--- config.mk ---
export PLATFORM = sky130hd
export DESIGN_NAME = branch_redirect_ctrl
export DESIGN_NICKNAME = d
export VERILOG_FILES = /design/src/rtl/branch_redirect_ctrl_pkg.sv /design/src/rtl/branch_redirect_ctrl_fetch_outst_cnt.sv /design/src/rtl/branch_redirect_ctrl.sv
export SDC_FILE = /design/constraint.sdc
export NUM_CORES = 1
export LEC_CHECK = 0
export CAP_MARGIN = 40
export CORE_MARGIN = 5
export CORE_UTILIZATION = 40
export DETAILED_ROUTE_END_ITERATION = 8
export GPL_TIMING_DRIVEN = 0
export HOLD_SLACK_MARGIN = 0.15
export PLACE_DENSITY_LB_ADDON = 0.25
export SLEW_MARGIN = 5
export SYNTH_ARGS = -nofsm -noshare
export SYNTH_HDL_FRONTEND = slang
export SYNTH_SLANG_ARGS = --single-unit
--- constraint.sdc ---
create_clock -name clk -period 2.21 [get_ports clk]
set_clock_uncertainty 0.05 [all_clocks]
set_input_delay 0.442 -clock clk [delete_from_list [all_inputs] [get_ports clk]]
set_output_delay 0.442 -clock clk [all_outputs]
set_load 0.01 [all_outputs]
--- src/rtl/branch_redirect_ctrl_pkg.sv ---
// Shared types and constants for the branch redirect controller.
package branch_redirect_ctrl_pkg;

  // Width of the redirect FSM state encoding.
  localparam int REDIR_ST_LEN = 1;

  // Default limit on in-flight instruction-SRAM fetches.
  localparam int MAX_OUTST_DEF = 2;

  // IDLE: fetch follows the sequential path.
  // REDIR: a taken target waits for pre-IF to get its request accepted.
  typedef enum logic [REDIR_ST_LEN-1:0] {
    REDIR_ST_IDLE  = 1'b0,
    REDIR_ST_REDIR = 1'b1
  } redir_state_t;

endpackage

--- src/rtl/branch_redirect_ctrl_fetch_outst_cnt.sv ---
// Saturating up/down counter for in-flight fetch requests. It holds at MAX
// on an unmatched increment and at 0 on an unmatched decrement. Both of those
// cases are protocol violations upstream.
module fetch_outst_cnt #(
  parameter int MAX = 2,
  parameter int W   = 2
) (
  input  logic         clk,
  input  logic         reset,
  input  logic         inc,
  input  logic         dec,
  output logic [W-1:0] value,
  output logic [W-1:0] value_nx
);

  localparam logic [W-1:0] MAX_V = W'(MAX);
  localparam logic [W-1:0] ONE_V = W'(1);
  localparam logic [W-1:0] ZERO_V = W'(0);

  logic [W-1:0] value_r;
  logic [W-1:0] value_nx_s;

  // Next count: simultaneous inc/dec cancel; saturate at both ends.
  always_comb begin
    value_nx_s = value_r;
    if (inc && !dec) begin
      if (value_r < MAX_V) begin
        value_nx_s = value_r + ONE_V;
      end else begin
        value_nx_s = value_r;
      end
    end else if (dec && !inc) begin
      if (value_r != ZERO_V) begin
        value_nx_s = value_r - ONE_V;
      end else begin
        value_nx_s = value_r;
      end
    end else begin
      value_nx_s = value_r;
    end
  end

  // Count register.
  always_ff @(posedge clk or negedge reset) begin
    if (!reset) begin
      value_r <= ZERO_V;
    end else begin
      value_r <= value_nx_s;
    end
  end

  assign value    = value_r;
  assign value_nx = value_nx_s;

endmodule

--- src/rtl/branch_redirect_ctrl.sv ---
// Fetch-side redirect sequencing for a resolved EX-stage branch. A taken
// branch flushes IF/ID, holds the target until pre-IF's request is accepted,
// and marks responses of wrong-path fetches already in flight for discard.
module branch_redirect_ctrl
  import branch_redirect_ctrl_pkg::*;
#(
  parameter int MAX_OUTST = MAX_OUTST_DEF,
  parameter int CNT_W     = 2
) (
  input  logic             clk,
  input  logic             reset,
  input  logic             br_valid_i,
  input  logic             br_taken_i,
  input  logic [31:0]      br_target_i,
  input  logic             fetch_req_i,
  input  logic             fetch_addr_ok_i,
  input  logic             fetch_data_ok_i,
  output logic             fetch_allow_o,
  output logic             flush_o,
  output logic             redir_valid_o,
  output logic [31:0]      redir_pc_o,
  output logic             resp_discard_o,
  output logic [CNT_W-1:0] outstanding_o,
  output logic             busy_o,
  output logic [31:0]      redir_cnt_o
);

  localparam logic [CNT_W-1:0] MAX_V  = CNT_W'(MAX_OUTST);
  localparam logic [CNT_W-1:0] ONE_V  = CNT_W'(1);
  localparam logic [CNT_W-1:0] ZERO_V = CNT_W'(0);

  logic             acc_s;
  logic             take_s;
  logic [CNT_W-1:0] outst_s;
  logic [CNT_W-1:0] outst_nx_s;
  logic [CNT_W-1:0] cancel_r;
  logic [31:0]      target_r;
  logic [31:0]      redir_cnt_r;
  redir_state_t     state_r;
  redir_state_t     state_nx_s;

  assign acc_s  = fetch_req_i & fetch_addr_ok_i;
  assign take_s = br_valid_i & br_taken_i;

  fetch_outst_cnt #(
    .MAX (MAX_OUTST),
    .W   (CNT_W)
  ) u_outst (
    .clk      (clk),
    .reset    (reset),
    .inc      (acc_s),
    .dec      (fetch_data_ok_i),
    .value    (outst_s),
    .value_nx (outst_nx_s)
  );

  // FSM state register.
  always_ff @(posedge clk or negedge reset) begin
    if (!reset) begin
      state_r <= REDIR_ST_IDLE;
    end else begin
      state_r <= state_nx_s;
    end
  end

  // FSM next state: a take always (re)enters REDIR. Otherwise an accepted
  // request in REDIR is the redirect fetch and ends it.
  always_comb begin
    state_nx_s = state_r;
    case (state_r)
      REDIR_ST_IDLE: begin
        if (take_s) begin
          state_nx_s = REDIR_ST_REDIR;
        end else begin
          state_nx_s = REDIR_ST_IDLE;
        end
      end
      REDIR_ST_REDIR: begin
        if (take_s) begin
          state_nx_s = REDIR_ST_REDIR;
        end else if (acc_s) begin
          state_nx_s = REDIR_ST_IDLE;
        end else begin
          state_nx_s = REDIR_ST_REDIR;
        end
      end
      default: begin
        state_nx_s = REDIR_ST_IDLE;
      end
    endcase
  end

  // FSM outputs: the redirect is visible only while REDIR is held.
  always_comb begin
    redir_valid_o = 1'b0;
    redir_pc_o    = 32'h0000_0000;
    case (state_r)
      REDIR_ST_IDLE: begin
        redir_valid_o = 1'b0;
        redir_pc_o    = 32'h0000_0000;
      end
      REDIR_ST_REDIR: begin
        redir_valid_o = 1'b1;
        redir_pc_o    = target_r;
      end
      default: begin
        redir_valid_o = 1'b0;
        redir_pc_o    = 32'h0000_0000;
      end
    endcase
  end

  // Capture the branch target on every take; the latest branch wins.
  always_ff @(posedge clk or negedge reset) begin
    if (!reset) begin
      target_r <= 32'h0000_0000;
    end else if (take_s) begin
      target_r <= br_target_i;
    end else begin
      target_r <= target_r;
    end
  end

  // Wrong-path response counter. On take, everything still in flight after
  // this cycle is owed, including a request accepted in the same cycle.
  // The redirect fetch is never counted, so its response follows the owed
  // ones because inst-SRAM returns responses in order.
  always_ff @(posedge clk or negedge reset) begin
    if (!reset) begin
      cancel_r <= ZERO_V;
    end else if (take_s) begin
      cancel_r <= outst_nx_s;
    end else if (fetch_data_ok_i && (cancel_r != ZERO_V)) begin
      cancel_r <= cancel_r - ONE_V;
    end else begin
      cancel_r <= cancel_r;
    end
  end

  // Count of taken redirects since reset; wraps naturally at 2^32.
  always_ff @(posedge clk or negedge reset) begin
    if (!reset) begin
      redir_cnt_r <= 32'h0000_0000;
    end else if (take_s) begin
      redir_cnt_r <= redir_cnt_r + 32'h0000_0001;
    end else begin
      redir_cnt_r <= redir_cnt_r;
    end
  end

  assign fetch_allow_o  = (outst_s < MAX_V) | fetch_data_ok_i;
  assign flush_o        = take_s;
  assign resp_discard_o = fetch_data_ok_i & (cancel_r != ZERO_V);
  assign outstanding_o  = outst_s;
  assign busy_o         = (state_r == REDIR_ST_REDIR) | (cancel_r != ZERO_V);
  assign redir_cnt_o    = redir_cnt_r;

endmodule

==> results.sh <==
export IMPL_dr_pass1_iters=4
export IMPL_intPower_w=0.00245
export IMPL_dp_hpwl_um=5350
export IMPL_track_usage=0.160
export IMPL_io_buffer_count=108
export IMPL_setup_worst_path_end_class="output pin"
export IMPL_crit_path_start="state_r"
export IMPL_grt_pass1_wl_um=12500
export IMPL_startpoint_type="flop"
export IMPL_cts_sinks=69
export IMPL_core_area_sq_mm=0.00773
export IMPL_timing_final_crit_share=0.953
export IMPL_ant_nets=0
export IMPL_grt_overflow_total=0
export IMPL_timing_slew_headroom=0.593
export IMPL_clk_pin_slew_ps=80
export IMPL_first_iter_violations=62
export IMPL_drv_slew=0
export IMPL_rsz0062_at_grt="true"
export IMPL_grt_max_degree=61
export IMPL_postSynthNetCount=304
export IMPL_r2r_start="redir_cnt_o[0]"
export IMPL_synth_top_area_share=0.543
export IMPL_comb_power_share=0.267
export IMPL_antennaDiodeCount=0
export IMPL_drcViolationCount=0
export IMPL_vias=2369
export IMPL_final_cell_mix="clkdlybuf4s50_1, dfrtp_1, mux2_2"
export IMPL_hold_path_class="input pin to asynchronous set/reset pin"
export IMPL_wl_met3_um=689
export IMPL_required_ps=1720
export IMPL_clockBufferDepth=2
export IMPL_worstMarginPinSlew_ps=606
export IMPL_status="finished, final reports clean"
export IMPL_rows=32
export IMPL_tritoncts="built"
export IMPL_wl_met1_um=3180
export IMPL_yosysWarnings=0
export IMPL_power_leakage_nw=2.00
export IMPL_final_common_cell="clkdlybuf4s50_1"
export IMPL_dieArea_sq_mm=0.00983
export IMPL_final_cell_count_no_fill=490
export IMPL_synth_largest_area_cell="dfrtp_1"
export IMPL_synth_area_leaders="dfrtp_1, mux2_2, and2_1, xnor2_1, nand4_1"
export IMPL_grt_pass1_vias=2561
export IMPL_netlist_area_sq_mm=0.00318
export IMPL_crit_type="flop to output pin"
export IMPL_fmax_mhz=475
export IMPL_finish_utilization=0.602
export IMPL_netSwitchingPower_w=0.000997
export IMPL_final_nets=427
export IMPL_p_seq_frac=0.455
export IMPL_netlist_instances=260
export IMPL_insertion_delay_ps=340
export IMPL_gp_congestion=0.749
export IMPL_crit_path_max_fanout=10
export IMPL_h_tree_depth=3
export IMPL_setup_viol=0
export IMPL_synth_cell_types=30
export IMPL_cts_root_buf="clkbuf_8"
export IMPL_synth_area_per_cell_sq_um=12.2
export IMPL_route_met2_wl_um=3370
export IMPL_viasPerCell=4.83
export IMPL_dpl_cell_count=471
export IMPL_top_layer="met4"
export IMPL_ioPinCount=110
export IMPL_seq_area_frac_synth=0.543
export IMPL_die_w_um=99.1
export IMPL_power_share_clock=0.279
export IMPL_ys_ff_latch=69
export IMPL_finalPower_w=0.00345
export IMPL_maxCapViolCount=0
export IMPL_whs_ps=430
export IMPL_fin_crit_ps=2110
export IMPL_cts_made_buffers=9
export IMPL_initial_core_util=0.411
export IMPL_antenna_found_initial=0
export IMPL_layout_drive_gt1_share=0.180
export IMPL_finalWirelength_um=7350
export IMPL_hold_violations=0
export IMPL_routedWlPerCell_um=15.0
export IMPL_area_growth_pct=46.3
export IMPL_die_h_um=99.1
export IMPL_critPathArrivalTime_ps=1610
export IMPL_peakVddDrop_uv=477
export IMPL_pwr_density_cell_mw_per_mm2=741
export IMPL_switching_share=0.289
## final cells by class
type | count | area [sq um]
buffer | 7 | 47.5
fill | 644 | 3080
clock buffer | 11 | 151
timing repair buffer | 113 | 1140
clock inverter | 5 | 35.0
sequential | 69 | 1730
tap | 102 | 128
inverter | 8 | 35.0
multi-input combinational | 175 | 1390
## registers in the layout (all words and copies together) (netlist names)
register	cells
u_outst.value	2
target_r	32
redir_cnt_o	32
state_r	1
cancel_r	2
## synth_stat cells, drive strengths merged
| cell | instances |
|---|---|
| a211o | 1 |
| a21oi | 1 |
| and2 | 33 |
| and3 | 5 |
| and4 | 2 |
| buf | 4 |
| clkbuf | 4 |
| dfrtp | 69 |
| ha | 5 |
| inv | 8 |
| mux2 | 35 |
| mux2i | 1 |
| nand2 | 14 |
| nand2b | 2 |
| nand3 | 8 |
| nand4 | 16 |
| nor2 | 5 |
| nor2b | 1 |
| nor3 | 4 |
| nor4 | 5 |
| o211ai | 1 |
| o21a | 1 |
| or2 | 2 |
| xnor2 | 23 |
| xor2 | 10 |
## through the flow
step / setup slack, ps / cell area, sq um / setup TNS [ps]
2_1_floorplan: 510 / 3180 / 0
3_3_place_gp: -1790 / 4390 / -123840
3_5_place_dp: -580 / 4410 / -2340
4_1_cts: 0.913 / 4650 / 0
5_1_grt: -13.4 / 4650 / -25.0
6_report: 104 / 4650 / 0
## routing by layer
metal,up-vias,global-route usage
met2,75,0.255
met4,0,0.0693
met3,11,0.0610
li1,1138,-
met1,1145,0.192
met5,-,0
## power by group through the flow
stage / sequential [W] / combinational [W] / clock [W]
CTS: 0.00157 / 0.000941 / 0.000995
floorplan: 0.00159 / 0.000412 / 0
global route: 0.00160 / 0.00101 / 0.00104
finish: 0.00157 / 0.000920 / 0.000961
detailed placement: 0.00160 / 0.000921 / 0
global placement: 0.00159 / 0.000894 / 0
## critical path, cell delays in order, from the launching register on
cell,delay [ps]
dfrtp_2,430
buf_4,170
and2_1,130
clkdlybuf4s50_1,540
## cells by family after synthesis
logic type | synth area share
AND/OR/NAND/NOR | 0.187
XOR/XNOR | 0.0909
flip-flops | 0.543
AO/OA/AOI/OAI | 0.00906
buffers and inverters | 0.0224
adder cells (fa/ha/maj) | 0.0197
multiplexers | 0.127
## worst paths after layout
kind | endpoint | slack (ps) | cells after the start
max reg2reg | redir_cnt_o[18] | 290 | 5
min reg2reg | redir_cnt_o[31] | 430 | 1
max in group asynchronous | state_r | 1130 | 3
min | target_r[16] | 430 | 2
min in group clk | redir_cnt_o[31] | 430 | 1
max | redir_pc_o[29] | 100 | 3
## timing repair
item                                   in CTS  in global routing
hold buffers                                1                  0
endpoints found under the hold margin       9                  0
buffers inserted                            3                  0
pin swaps                                   0                  0
gates resized for setup                    15                  6
setup endpoints to repair                  31                 28
Power figures use the tool's default switching activity.
